[src/rtl/fact_seq_ctrl.sv]
// fact_seq_ctrl: computes N! by issuing one multiply per factor to a shared Booth multiplier.
// Define FACT_TIMEOUT_EN to add a watchdog on mul_done that ends the run with err=1.
module fact_seq_ctrl #(
    parameter int MAX_N       = 20,
    parameter int TIMEOUT_CYC = 16
) (
    input  logic        i_clk,
    input  logic        i_reset,
    input  logic        i_start,
    input  logic        i_clear,
    input  logic [4:0]  i_n,
    output logic [63:0] o_result,
    output logic        o_done,
    output logic        o_busy,
    output logic        o_ovf,
    output logic        o_err,
    output logic        o_mul_start,
    output logic        o_mul_clear,
    output logic [63:0] o_mul_mtplicand,
    output logic [5:0]  o_mul_mtplier,
    input  logic        i_mul_done,
    input  logic [63:0] i_mul_result
);
    typedef enum logic [2:0] {IDLE, MSTART, MWAIT, MCLR, DRAIN, DRCLR, DONE} state_t;
    state_t      r_state, w_next;
    logic [63:0] r_acc, r_result;
    logic [4:0]  r_k;
    logic        r_ovf, r_err;
    logic        w_timeout;
    logic        w_trivial, w_big;
    assign w_trivial = i_n <= 5'd1;
    assign w_big     = i_n > 5'(MAX_N);
`ifdef FACT_TIMEOUT_EN
    logic [7:0] r_wait;
    always_ff @(posedge i_clk or posedge i_reset) begin
        if (i_reset)
            r_wait <= '0;
        else
            r_wait <= (r_state == w_next && (r_state == MWAIT || r_state == DRAIN)) ? r_wait + 8'd1 : '0;
    end
    assign w_timeout = (r_state == MWAIT || r_state == DRAIN) && r_wait == 8'(TIMEOUT_CYC - 1);
`else
    assign w_timeout = 1'b0;
`endif
    // Clear has priority over every other exit so an abort always drains the multiplier.
    always_comb begin
        w_next = r_state;
        case (r_state)
            IDLE:    if (i_start) w_next = (w_trivial || w_big) ? DONE : MSTART;
            MSTART:  w_next = i_clear ? DRAIN : MWAIT;
            MWAIT:   w_next = i_clear ? (i_mul_done ? DRCLR : DRAIN) :
                              i_mul_done ? MCLR : w_timeout ? DONE : MWAIT;
            MCLR:    w_next = i_clear ? IDLE : (r_k == 5'd2) ? DONE : MSTART;
            DRAIN:   w_next = i_mul_done ? DRCLR : w_timeout ? IDLE : DRAIN;
            DRCLR:   w_next = IDLE;
            DONE:    if (i_clear) w_next = IDLE;
            default: w_next = IDLE;
        endcase
    end
    always_ff @(posedge i_clk or posedge i_reset) begin
        if (i_reset) begin
            r_state  <= IDLE;
            r_acc    <= '0;
            r_k      <= '0;
            r_result <= '0;
            r_ovf    <= 1'b0;
            r_err    <= 1'b0;
        end else begin
            r_state <= w_next;
            case (r_state)
                IDLE: if (i_start) begin
                    r_result <= w_trivial ? 64'd1 : 64'd0;
                    r_ovf    <= !w_trivial && w_big;
                    r_err    <= 1'b0;
                    if (!w_trivial && !w_big) begin
                        r_acc <= 64'd1;
                        r_k   <= i_n;
                    end
                end
                MWAIT: begin
                    if (i_mul_done) r_acc <= i_mul_result;
                    if (w_next == DONE) begin
                        r_err    <= 1'b1;
                        r_result <= '0;
                    end
                end
                MCLR: begin
                    r_k <= r_k - 5'd1;
                    if (w_next == DONE) r_result <= r_acc;
                end
                DRAIN: if (w_next == IDLE) r_err <= 1'b1;
                DONE: if (i_clear) begin
                    r_result <= '0;
                    r_ovf    <= 1'b0;
                    r_err    <= 1'b0;
                end
                default: ;
            endcase
        end
    end
    assign o_result        = r_result;
    assign o_done          = r_state == DONE;
    assign o_busy          = r_state != IDLE && r_state != DONE;
    assign o_ovf           = r_ovf;
    assign o_err           = r_err;
    assign o_mul_start     = r_state == MSTART;
    assign o_mul_clear     = r_state == MCLR || r_state == DRCLR;
    assign o_mul_mtplicand = r_acc;
    assign o_mul_mtplier   = {1'b0, r_k};
endmodule

[config.mk]
export PLATFORM = sky130hd
export DESIGN_NAME = fact_seq_ctrl
export DESIGN_NICKNAME = d
export VERILOG_FILES = /design/src/rtl/fact_seq_ctrl.sv
export SDC_FILE = /design/constraint.sdc
export NUM_CORES = 1
export LEC_CHECK = 0
export ABC_AREA = 1
export BUFFER_PORTS_ARGS = -buffer_cell sky130_fd_sc_hd__buf_2
export CAP_MARGIN = 10
export CORE_MARGIN = 2
export CORE_UTILIZATION = 40
export DETAILED_ROUTE_END_ITERATION = 6
export GPL_TIMING_DRIVEN = 0
export PLACE_DENSITY_LB_ADDON = 0.05
export RECOVER_POWER = 25
export SLEW_MARGIN = 25
export SYNTH_ARGS = -nofsm -noshare
export SYNTH_HDL_FRONTEND = slang
export SYNTH_SLANG_ARGS = --single-unit
[constraint.sdc]
create_clock -name i_clk -period 4.7 [get_ports i_clk]
set_clock_uncertainty 0.05 [all_clocks]
set_input_delay 1.175 -clock i_clk [delete_from_list [all_inputs] [get_ports i_clk]]
set_output_delay 1.175 -clock i_clk [all_outputs]
set_load 0.02 [all_outputs]
==> flow_metrics.py, run 1 <==
metrics = {
    "synthesis": {
        "synth.yosys.seq_area_share_pct": 54.1,
        "netlist-cell-type-count": 29,
        "area_of_the_mapped_netlist_sq_um": 6390,
        "synthesis.area_per_instance_sq_um": 8.52,
        "synth_compound_area_share_pct": 6.97,
        "postSynthNetCount": 826,
        "synth_xor_xnor_area_share_pct": 0,
        "synth_mux_area_share_pct": 0,
        "yosys.area_share.adder_pct": 0.392,
        "synth_top_family_by_area": "simple AND/OR/NAND/NOR gates",
        "ys.warnings.count": 0,
        "synth_cells": 750,
        "synth_simple_gate_area_share_pct": 27.5,
        "yosys_register_bits": 138,
    },
    "global_routing": {
        "initial_antenna_violation_count": 2,
        "gr-usage-all-layers_pct": 22.2,
        "grt_pass1_vias": 5553,
        "grt_max_degree": 31,
        "grt_overflow": 0,
        "grt_pass1_wl_um": 28900,
    },
    "sta": {
        "final-max-slew-violation-count": 0,
        "worstMarginPinSlew_ps": 1300,
        "maxClockFrequency_mhz": 277,
        "maxSlewHeadroom_pct": 13.6,
        "fin_crit_sh_pct": 76.7,
        "finalHoldViolations": 0,
        "rsz0062_at_grt": "no",
        "report.final.setup_viol": 0,
        "setup_slack_ps": 1100,
        "setup_tns_ps": 0,
        "timing.final.crit_period_ps": 3600,
    },
    "worst_setup_path": {
        "arrival_ps": 2380,
        "cp-endpoint": "o_mul_clear",
        "ff2ff_setup_slack_ps": 2430,
        "cell_depth_of_the_worst_setup_path": 5,
        "critical_path_launch_point_type": "flip-flop",
        "cp_top_family": "buffers and inverters",
        "r2r-start": "r_state[2]",
        "cp_num_buf_inv": 3,
        "worstSetupEndpointType": "primary output",
        "timing.critical_path.from": "r_state[0]",
        "worst_path_most_repeated_cell": "clkbuf_1",
        "cp.required_ps": 3470,
        "crit_path_top_delay_cell": "dfrtp_1",
        "worst_path_largest_cell_delay_ps": 450,
        "cp_max_fo": 10,
        "worstSetupPathType": "reg -> out",
        "worstPathCellList": "nand3_4 -> clkbuf_1 -> clkbuf_1 -> o21ai_0 -> buf_2",
        "r2r_end": "o_result[48]",
        "logic_depth_of_the_worst_register_to_register_path": 9,
    },
    "final_layout": {
        "instances_no_fill": 1215,
        "drive_above_1_share_pct": 30.8,
        "layout_commonest_cell": "buf_2",
        "area_delta_synth_final_pct": 30.7,
        "finish.net_count": 1061,
        "final_core_utilization_pct": 52.9,
        "most-common-layout-cells": "buf_2, nand2_1, dfrtp_1",
    },
    "run": {
        "drv_cap": 0,
    },
    "place": {
        "post-dp-hpwl_um": 13500,
        "globalplace.congestion": 0.786,
        "post-place-ws_ps": 1490,
        "placedCellCount": 1182,
        "port-buffer-count": 212,
    },
    "routing": {
        "route.antenna.remaining_nets": 0,
        "vias": 5884,
        "finalWirelength_um": 18700,
        "detailedRoute.firstIterationViolations": 319,
        "drt_pre_antenna_iters": 6,
        "detail_route.wl_per_cell_um": 15.4,
        "drc": 0,
        "vias_per_cell": 4.84,
    },
    "power": {
        "ir_drop_uv": 348,
        "powerDensity_nw_per_um2": 613,
        "fin_total_pwr_w": 0.00512,
        "power_leakage_nw": 4.56,
    },
    "worst_hold_path": {
        "hold_path.class": "reg -> reg",
    },
    "cts": {
        "cts_buffer_count": 17,
        "insertion_delay_ps": 430,
        "clkSlewWorstSetupHoldPaths_ps": 60,
        "ctsResizeCount": 0,
        "clock_sink_count": 138,
        "cts-root-to-sink-buffers": 2,
        "ctsHoldBuffers": 0,
        "cts_root_buf": "clkbuf_16",
        "clock_tree_from_tritoncts": "built",
        "post-cts-setup-buffers": 0,
        "cts-htree-levels": 4,
    },
    "outcome": {
        "status": "completed",
    },
    "floorplanning": {
        "dieWidth_um": 130,
        "rows": 46,
        "die-height_um": 130,
        "initial_standard_cell_utilization_of_the_core_pct": 40.5,
        "dieArea_sq_um": 17000,
        "core-area_sq_um": 15800,
        "io_pins": 214,
    },
}
-- logic make-up after synthesis --
group                    count (synthesis)
flip-flops                             138
AO/OA/AOI/OAI                           83
AND/OR/NAND/NOR                        383
adder cells (fa/ha/maj)                  2
other                                    1
buffers and inverters                  143
-- metrics by stage --
stage / instance area [sq um] / hold WS (ps)
floorplan: 6390 / 527
global placement: 7720 / 399
detailed placement: 7800 / 403
CTS: 8410 / 417
global route: 8340 / 425
finish: 8350 / 412
-- worst min-delay path, stage by stage (launching register included) --
cell and delay (ps):
dfrtp_1 340, nand2_1 50, nand2_1 40
-- worst min path at each step --
stage	from	end	slack [ps]	cells past startpoint
floorplan	o_result[0]	o_result[0]	530	2
global placement	o_result[60]	o_result[60]	400	2
detailed placement	o_result[1]	o_result[1]	400	2
CTS	o_result[1]	o_result[1]	420	2
global route	o_result[3]	o_result[3]	420	2
finish	o_result[1]	o_result[1]	410	2
-- flip-flops by register name (all words and copies together) (netlist names) --
register	cells
r_k	5
o_result	64
o_ovf	1
o_err	1
r_state	3
o_mul_mtplicand	64
-- layout make-up --
cell class / instances / area (sq um)
antenna: 1 / 2.50
buffer: 55 / 370
clock buffer: 26 / 529
clock inverter: 6 / 82.6
fill: 1584 / 7420
inverter: 88 / 332
multi-input combinational: 469 / 2230
sequential: 138 / 3450
tap: 216 / 270
timing repair buffer: 216 / 1080
-- routing by layer --
metal | routed length (um) | share of wire, % | up-vias | GRT usage, %
li1 | - | - | 2912 | -
met1 | 8720 | 47 | 2783 | 30.5
met2 | 8470 | 45 | 166 | 33.7
met3 | 1160 | 6.2 | 21 | 6.60
met4 | 312 | 1.7 | 2 | 7.82
met5 | 11 | 0.059 | - | 0
-- where the power goes --
part	leakage [nW]	internal [W]	switching [W]
logic	2.36	0.000614	0.00154
registers	1.90	0.00144	0.000149
clock network	0.302	0.000878	0.000504
total	4.56	0.00293	0.00219
-- cell usage after synthesis --
master / n / area [sq um]
conb_1: 1 / 3.75
nand2_2: 4 / 25.0
o31ai_1: 1 / 7.51
nor2_4: 2 / 22.5
buf_6: 6 / 67.6
buf_4: 2 / 15.0
o21ai_0: 75 / 375
o21bai_4: 1 / 18.8
nand3_4: 2 / 35.0
buf_2: 26 / 130
ha_1: 2 / 25.0
nand3_1: 69 / 345
nor2_2: 5 / 31.3
a221oi_1: 1 / 8.76
nor2_1: 81 / 304
nand2_1: 153 / 574
nor3_1: 1 / 5.00
or2_2: 1 / 6.26
nand3_2: 1 / 10.0
o221ai_1: 1 / 8.76
a211oi_1: 2 / 15.0
inv_1: 82 / 308
o21ai_1: 1 / 5.00
inv_2: 6 / 22.5
buf_8: 7 / 105
dfrtp_1: 138 / 3450
nand4_1: 64 / 400
clkbuf_1: 14 / 52.6
a31oi_1: 1 / 6.26
Note: power is estimated with default switching activity, not from simulation.
==> run 2: changes to the inputs <==
==> constraint.sdc (replaced) <==
create_clock -name i_clk -period 3.1 [get_ports i_clk]
set_clock_uncertainty 0.05 [all_clocks]
set_input_delay 0.775 -clock i_clk [delete_from_list [all_inputs] [get_ports i_clk]]
set_output_delay 0.775 -clock i_clk [all_outputs]
set_load 0.02 [all_outputs]
==> flow_metrics.py, run 2 (synthesis results as in run 1) <==
metrics = {
    "global_routing": {
        "initial_antenna_violation_count": 2,
        "grt_max_degree": 31,
        "gr-usage-all-layers_pct": 22.1,
        "grt_pass1_vias": 5543,
        "grt_pass1_wl_um": 28800,
        "grt_overflow": 0,
    },
    "routing": {
        "detailedRoute.firstIterationViolations": 278,
        "detail_route.wl_per_cell_um": 15.3,
        "finalWirelength_um": 18600,
        "vias_per_cell": 4.87,
        "drt_pre_antenna_iters": 5,
        "route.antenna.remaining_nets": 0,
        "drc": 0,
        "vias": 5914,
    },
    "final_layout": {
        "fillCellCount": 1578,
        "drive_above_1_share_pct": 31.0,
        "layout.area.seq_sq_um": 3450,
        "finish.net_count": 1060,
        "layout_commonest_cell": "buf_2",
        "final_core_utilization_pct": 53.3,
        "area_delta_synth_final_pct": 31.6,
        "most-common-layout-cells": "buf_2, nand2_1, dfrtp_1",
        "area_taken_by_multi_input_logic_gates_sq_um": 2230,
    },
    "place": {
        "post-place-ws_ps": 286,
        "post-dp-hpwl_um": 13500,
        "globalplace.congestion": 0.786,
        "port-buffer-count": 212,
    },
    "sta": {
        "report.final.setup_viol": 0,
        "final-max-slew-violation-count": 0,
        "fin_crit_sh_pct": 90.3,
        "maxSlewHeadroom_pct": 13.8,
        "setup_slack_ps": 300,
        "maxClockFrequency_mhz": 357,
        "finalHoldViolations": 0,
        "timing.final.crit_period_ps": 2800,
        "rsz0062_at_grt": "no",
        "worstMarginPinSlew_ps": 1290,
    },
    "worst_setup_path": {
        "worstSetupEndpointType": "primary output",
        "ff2ff_setup_slack_ps": 730,
        "worst_path_largest_cell_delay_ps": 430,
        "r2r-start": "r_state[2]",
        "cp-endpoint": "o_mul_clear",
        "worstPathCellList": "inv_2 -> nand3_4 -> clkbuf_1 -> o21ai_0 -> buf_2",
        "r2r_end": "o_result[44]",
        "cp_max_fo": 18,
        "worstSetupPathType": "reg -> out",
        "arrival_ps": 1970,
        "timing.critical_path.from": "r_state[2]",
        "crit_path_top_delay_cell": "clkbuf_1",
        "logic_depth_of_the_worst_register_to_register_path": 9,
        "critical_path_launch_point_type": "flip-flop",
        "cp.required_ps": 2270,
    },
    "cts": {
        "ctsResizeCount": 0,
        "insertion_delay_ps": 430,
        "cts-htree-levels": 4,
        "ctsHoldBuffers": 0,
        "cts_buffer_count": 17,
        "clock_tree_from_tritoncts": "built",
        "post-cts-setup-buffers": 0,
        "clkSlewWorstSetupHoldPaths_ps": 60,
        "cts_root_buf": "clkbuf_16",
        "cts-root-to-sink-buffers": 2,
        "clock_sink_count": 138,
    },
    "run": {
        "drv_cap": 0,
    },
    "floorplanning": {
        "dieWidth_um": 130,
        "dieArea_sq_um": 17000,
        "rows": 46,
        "io_pins": 214,
        "initial_standard_cell_utilization_of_the_core_pct": 40.5,
        "die-height_um": 130,
        "core-area_sq_um": 15800,
    },
    "power": {
        "power_leakage_nw": 4.59,
        "ir_drop_uv": 530,
        "powerDensity_nw_per_um2": 924,
    },
    "worst_hold_path": {
        "hold_path.class": "reg -> reg",
        "origin_of_the_worst_min_delay_path": "o_result[5]",
    },
    "outcome": {
        "status": "completed",
    },
}
## run 2: cell types whose count changed in the layout (fill, tap and decap cells not counted)
cell / before / now
buf_12: 0 / 3
clkbuf_1: 17 / 15
clkbuf_2: 3 / 0
dlymetal6s4s_1: 0 / 1
nand3_1: 70 / 69
nand3_2: 0 / 1
nor2_1: 82 / 81
nor2_2: 4 / 5
## run 2: layout make-up
class | count | area share [%]
clock buffer | 26 | 6.30
clock inverter | 6 | 0.983
inverter | 88 | 3.95
sequential | 138 | 41.1
antenna | 1 | 0.0298
tap | 216 | 3.22
multi-input combinational | 469 | 26.6
buffer | 54 | 4.36
timing repair buffer | 216 | 13.5
## run 2: per-layer routing
metal	vias to the layer above	share of wire, %	GRT usage [%]
met1	2806	46	30.4
met4	2	1.6	7.82
li1	2912	-	-
met2	170	45	33.3
met5	-	0.059	0
met3	24	6.6	6.60
## run 2: how the worst min path moves through the flow
| stage | end | slack, ps | cells after the start |
|---|---|---|---|
| 6_report | o_result[5] | 410 | 2 |
| 5_1_grt | o_result[3] | 420 | 2 |
| 4_1_cts | o_mul_mtplicand[11] | 390 | 2 |
| 3_5_place_dp | o_result[1] | 400 | 2 |
| 3_3_place_gp | o_result[60] | 400 | 2 |
| 2_1_floorplan | o_result[0] | 530 | 2 |
## run 2: worst max-delay path: cells and delay by family (launching register included)
| family | cells | cell delay [ps] |
|---|---|---|
| flops | 1 | 410 |
| simple gates | 1 | 200 |
| buf+inv | 3 | 730 |
| compound gates | 1 | 200 |
## run 2: stage by stage
stage	hold WS [ps]	area, sq um	instances	setup TNS [ps]	total power, W
finish	414	8400	1214	0	0.00777
global route	425	8400	1213	0	0.00827
CTS	393	8410	1213	0	0.00785
detailed placement	403	7800	1182	0	0.00574
global placement	399	7720	1178	-65240	0.00573
floorplan	527	6390	750	0	0.00460
## run 2: power breakdown
part / switching [W] / total (W) / internal [W]
Sequential: 0.000227 / 0.00241 / 0.00218
Clock: 0.000761 / 0.00209 / 0.00133
Combinational: 0.00233 / 0.00327 / 0.000941
